[config.mk]
export PLATFORM = sky130hd
export DESIGN_NAME = fifo_stream_reader
export DESIGN_NICKNAME = d
export VERILOG_FILES = /design/src/rtl/fifo_stream_reader.sv
export SDC_FILE = /design/constraint.sdc
export NUM_CORES = 1
export LEC_CHECK = 0
export BUFFER_PORTS_ARGS = -buffer_cell sky130_fd_sc_hd__buf_2
export CORE_ASPECT_RATIO = 0.7
export CORE_MARGIN = 2
export CORE_UTILIZATION = 48
export CTS_CLUSTER_SIZE = 24
export DETAILED_ROUTE_END_ITERATION = 6
export GPL_TIMING_DRIVEN = 0
export PLACE_DENSITY = 0.72
export SLEW_MARGIN = 10
export SYNTH_ARGS = -nofsm -noshare
export SYNTH_HDL_FRONTEND = slang
export SYNTH_SLANG_ARGS = --single-unit
[constraint.sdc]
create_clock -name sys_clk -period 2.3 [get_ports sys_clk]
set_input_delay 0.115 -clock sys_clk [delete_from_list [all_inputs] [get_ports sys_clk]]
set_output_delay 0.115 -clock sys_clk [all_outputs]
set_load 0.02 [all_outputs]
[src/rtl/fifo_stream_reader.sv]
// Read-side engine for sync_fifo (standard mode): issues rd_en only when a skid slot is
// guaranteed, absorbs the fixed read latency and presents the words as a valid/ready stream.
module fifo_stream_reader #(
    parameter int DATA_WIDTH = 8,
    parameter int RD_LATENCY = 1
) (
    input  logic                              sys_clk,
    input  logic                              rst,
    input  logic                              fifo_empty,
    output logic                              fifo_rd_en,
    input  logic                              fifo_valid,
    input  logic [DATA_WIDTH-1:0]             fifo_dout,
    output logic                              m_valid,
    output logic [DATA_WIDTH-1:0]             m_data,
    input  logic                              m_ready,
    output logic [$clog2(RD_LATENCY+2)-1:0]   level,
    output logic [31:0]                       word_cnt,
    output logic                              err
);

    localparam int BUF_DEPTH = RD_LATENCY + 1;
    localparam int PTR_W     = $clog2(BUF_DEPTH);
    localparam int OCC_W     = $clog2(BUF_DEPTH + 1);
    localparam int SUM_W     = OCC_W + 1;

    localparam logic [PTR_W-1:0] PTR_LAST  = PTR_W'(BUF_DEPTH - 1);
    localparam logic [OCC_W-1:0] OCC_FULL  = OCC_W'(BUF_DEPTH);
    localparam logic [SUM_W-1:0] SUM_LIMIT = SUM_W'(BUF_DEPTH);

    logic [DATA_WIDTH-1:0] buf_mem [BUF_DEPTH];
    logic [PTR_W-1:0]      wr_ptr;
    logic [PTR_W-1:0]      rd_ptr;
    logic [OCC_W-1:0]      occ;
    logic [OCC_W-1:0]      inflight;

    logic                  pop;
    logic                  push;
    logic                  accept;
    logic                  overflow;
    logic                  unsolicited;
    logic                  retire;
    logic [SUM_W-1:0]      credit;

    function automatic logic [PTR_W-1:0] ptr_inc(input logic [PTR_W-1:0] p);
        return (p == PTR_LAST) ? '0 : p + 1'b1;
    endfunction

    assign pop    = m_valid && m_ready;
    assign push   = fifo_valid;

    // Crediting the same-cycle pop is what keeps issue going at one word per cycle.
    assign credit = SUM_W'(occ) + SUM_W'(inflight) - SUM_W'(pop);

    // Gated by the reset net so the strobe drops immediately, not at the next edge.
    assign fifo_rd_en = rst && !fifo_empty && (credit < SUM_LIMIT);

    assign overflow    = push && (occ == OCC_FULL) && !pop;
    assign accept      = push && !overflow;
    assign unsolicited = push && (inflight == '0);
    assign retire      = push && (inflight != '0);

    assign m_valid = (occ != '0);
    assign m_data  = buf_mem[rd_ptr];
    assign level   = occ;

    always_ff @(posedge sys_clk or negedge rst) begin
        if (!rst) begin
            for (int i = 0; i < BUF_DEPTH; i++) begin
                buf_mem[i] <= '0;
            end
            wr_ptr <= '0;
        end else if (accept) begin
            buf_mem[wr_ptr] <= fifo_dout;
            wr_ptr          <= ptr_inc(wr_ptr);
        end
    end

    always_ff @(posedge sys_clk or negedge rst) begin
        if (!rst) begin
            rd_ptr <= '0;
        end else if (pop) begin
            rd_ptr <= ptr_inc(rd_ptr);
        end
    end

    always_ff @(posedge sys_clk or negedge rst) begin
        if (!rst) begin
            occ <= '0;
        end else begin
            case ({accept, pop})
                2'b10:   occ <= occ + 1'b1;
                2'b01:   occ <= occ - 1'b1;
                default: occ <= occ;
            endcase
        end
    end

    // Stray data with nothing outstanding must not drive the count below zero.
    always_ff @(posedge sys_clk or negedge rst) begin
        if (!rst) begin
            inflight <= '0;
        end else begin
            case ({fifo_rd_en, retire})
                2'b10:   inflight <= inflight + 1'b1;
                2'b01:   inflight <= inflight - 1'b1;
                default: inflight <= inflight;
            endcase
        end
    end

    always_ff @(posedge sys_clk or negedge rst) begin
        if (!rst) begin
            word_cnt <= '0;
        end else if (pop) begin
            word_cnt <= word_cnt + 32'd1;
        end
    end

    always_ff @(posedge sys_clk or negedge rst) begin
        if (!rst) begin
            err <= 1'b0;
        end else if (unsolicited || overflow) begin
            err <= 1'b1;
        end
    end

endmodule

==> metrics.txt <==
run status=finished, final reports clean; Detail Placement HPWL=3635 um; min Tclk post-route=2.186 ns; die area=0.006020 mm2; Hold WS=0.04709 ns; worst slack, placed=-0.07380 ns; Root Buffer Master=clkbuf_8; DRT Pass-1 Iters=4; GRT Total Usage=18.39%; H-tree lvl count=2; Gate Count Post-Synth=213; Initial Util=49.62%; Routed WL=5060 um; final setup vio count=0; Post-Syn Area=0.002595 mm2; Multi-input gate area=0.001196 mm2; Die X=91.88 um; Rel. slew slack=53.07%; sequential area share after synthesis=53.04%; CTS sink cnt=55; largest net degree at the start of global routing=57; antenna-violating nets left=0; Rows=22; number of DRC markers after the initial detailed-route iteration=68; Worst Tran Pin Value=0.7040 ns; post-synth top area share=53.04%; Reg area=0.001378 mm2; PortBufs=57; Netlist cell types=35; net count after synthesis=230; Remaining DRCs=0; Synth area leader=dfrtp_1; crit path max fanout=4; PwrDens=1078 mW/mm2; fraction of layout cells with a size suffix above 1=40.21%; fin worst setup slack=0.1143 ns; global route overflow=0; vias in the first global route=1,816; Placer Congestion=0.7703; Max Cap Viol=0; Pins Over Slew Limit=0; Worst Hold Class=input pin to flip-flop; WS Path Type=flip-flop to output pin; Area Growth Syn to Fin=21.50%; CP arrival=2.07 ns; CP Capture Type=output pin; Hold Vio Cnt, Final=0; Cell Count, Final, Fillers Out=353; final worst-path cycle share=95.03%; Setup crit start kind=flip-flop; static leakage=1.490 nW; first-pass GRT wire length=8694 um; Synth area leaders=dfrtp_1, xnor2_1, mux2_2; clock buffer depth=2; Yosys reg bits=55; I/O pin cnt=58; Die Span Y=65.52 um; Final Skew=0.009919 ns; WP data required=2.18 ns; initial antenna violation count=0; Clk Latency, worst-skew pair=0.31 ns; CTS tree=done; CORE AREA=0.005230 mm2; Via Count=1,809; Filler cells=428; clock slew at reported path FFs=0.11 ns; Synth Area per Inst=12.18 um2; drt via density=5.125; antenna cells=0; Final Util=60.29%; wire per inst=14.33 um; CTS buffer count=5; nets@finish=297; Max VDD drop=0.0007121 V; placed cell count=342; Synthesis Warnings=0; fmax=457.5 MHz
==> final cells by class <==
| class | instances | share of cell area (%) |
|---|---|---|
| plain buffers | 5 | 1.032 |
| repair buffers | 62 | 10.99 |
| multi-input cells | 146 | 37.94 |
| clock inverters | 3 | 0.7143 |
| well taps | 72 | 2.857 |
| clock buffers | 5 | 2.183 |
| flip-flops and latches | 55 | 43.69 |
| inverters | 5 | 0.5952 |
==> cell usage after synthesis (all sizes together) <==
| cell | n |
|---|---|
| nand2 | 11 |
| nor2b | 2 |
| fa | 1 |
| dfrtp | 55 |
| mux2i | 1 |
| nand2b | 3 |
| ha | 3 |
| or2 | 1 |
| nor3 | 5 |
| clkbuf | 2 |
| o221a | 1 |
| and4 | 4 |
| nor3b | 1 |
| mux2 | 25 |
| nand4b | 1 |
| o21ai | 3 |
| buf | 5 |
| o211ai | 1 |
| xnor2 | 33 |
| inv | 5 |
| xor2 | 5 |
| nand3 | 12 |
| nand4 | 15 |
| nor2 | 9 |
| nand3b | 2 |
| and2 | 3 |
| and3 | 4 |
==> cell families after synthesis <==
kind of cell / synth area share (%)
AO/OA/AOI/OAI: 1.447
adder cells (fa/ha/maj): 2.218
multiplexers: 11.23
flip-flops: 53.04
AND/OR/NAND/NOR: 16.92
XOR/XNOR: 12.83
buffers and inverters: 2.314
==> cell usage in the layout, fill, tap and decap left out, types with 3 or more instances in the layout <==
cell type,synthesis,routed
buf_2,3,57
dfrtp_1,55,54
xnor2_1,33,33
mux2_2,25,25
nand4_1,14,14
nand3_1,12,12
nand2_1,11,11
nor2_1,8,7
xor2_1,5,5
buf_4,1,5
clkbuf_8,0,5
inv_1,5,4
and3_1,4,4
and4_1,3,3
nand2b_1,3,3
and2_1,3,3
==> power breakdown <==
part | switching [mW] | internal (mW)
clock network | 0.328 | 0.221
registers | 0.192 | 1.22
logic | 0.734 | 0.705
total | 1.25 | 2.15
==> path summary, 6_finish.rpt <==
path | from | cells past startpoint | to | slack, ns
max in group asynchronous | rst | 2 | level[1]$_DFFE_PN0P_ | 1.39
setup / recovery | level[1]$_DFFE_PN0P_ | 7 | fifo_rd_en | 0.11
min in group asynchronous | rst | 2 | inflight[0]$_DFFE_PN0P_ | 0.39
hold / removal | fifo_dout[0] | 2 | buf_mem[0]$_DFFE_PN0P_ | 0.05
setup reg to reg | level[1]$_DFFE_PN0P_ | 9 | inflight[1]$_DFFE_PN0P_ | 0.13
hold reg to reg | word_cnt[31]$_DFFE_PN0P_ | 1 | word_cnt[31]$_DFFE_PN0P_ | 0.47
==> worst max-delay path, stage by stage (launching register included) <==
cell and delay, ns:
dfrtp_2 0.46, buf_12 0.14, o21ai_4 0.16, nor2_2 0.06, fa_2 0.53, nand4b_1 0.17
inv_1 0.13, buf_6 0.12
==> per-layer routing <==
layer / routed length (um) / global-route usage, % / vias to the layer above
li1: - / - / 873
met1: 2413 / 26.05 / 887
met2: 2338 / 29.23 / 45
met3: 248 / 3.670 / 4
met4: 59 / 5.037 / 0
met5: 0 / 0 / -
==> sequential cells by signal (all words and copies together) (netlist names) <==
signal and cells:
word_cnt 32, buf_mem 16, inflight 2, level 2
err 1, rd_ptr 1, wr_ptr 1
==> metrics by stage <==
step	power, mW	setup TNS (ns)	area, um2
2_1_floorplan	2.383	0	2606
3_3_place_gp	2.712	-0.06349	2982
3_5_place_dp	2.766	-0.07380	2982
4_1_cts	3.391	0	3123
5_1_grt	3.644	-0.02191	3153
6_report	3.399	0	3153
==> what timing repair did <==
item / CTS / global route
buffers inserted: 4 / 0
hold buffers: 0 / 1
endpoints found under the hold margin: 0 / 55
setup endpoints to repair: 2 / 2
pin swaps: 3 / 1
resized for setup: 4 / 4
(Power assumes the default switching activity.)
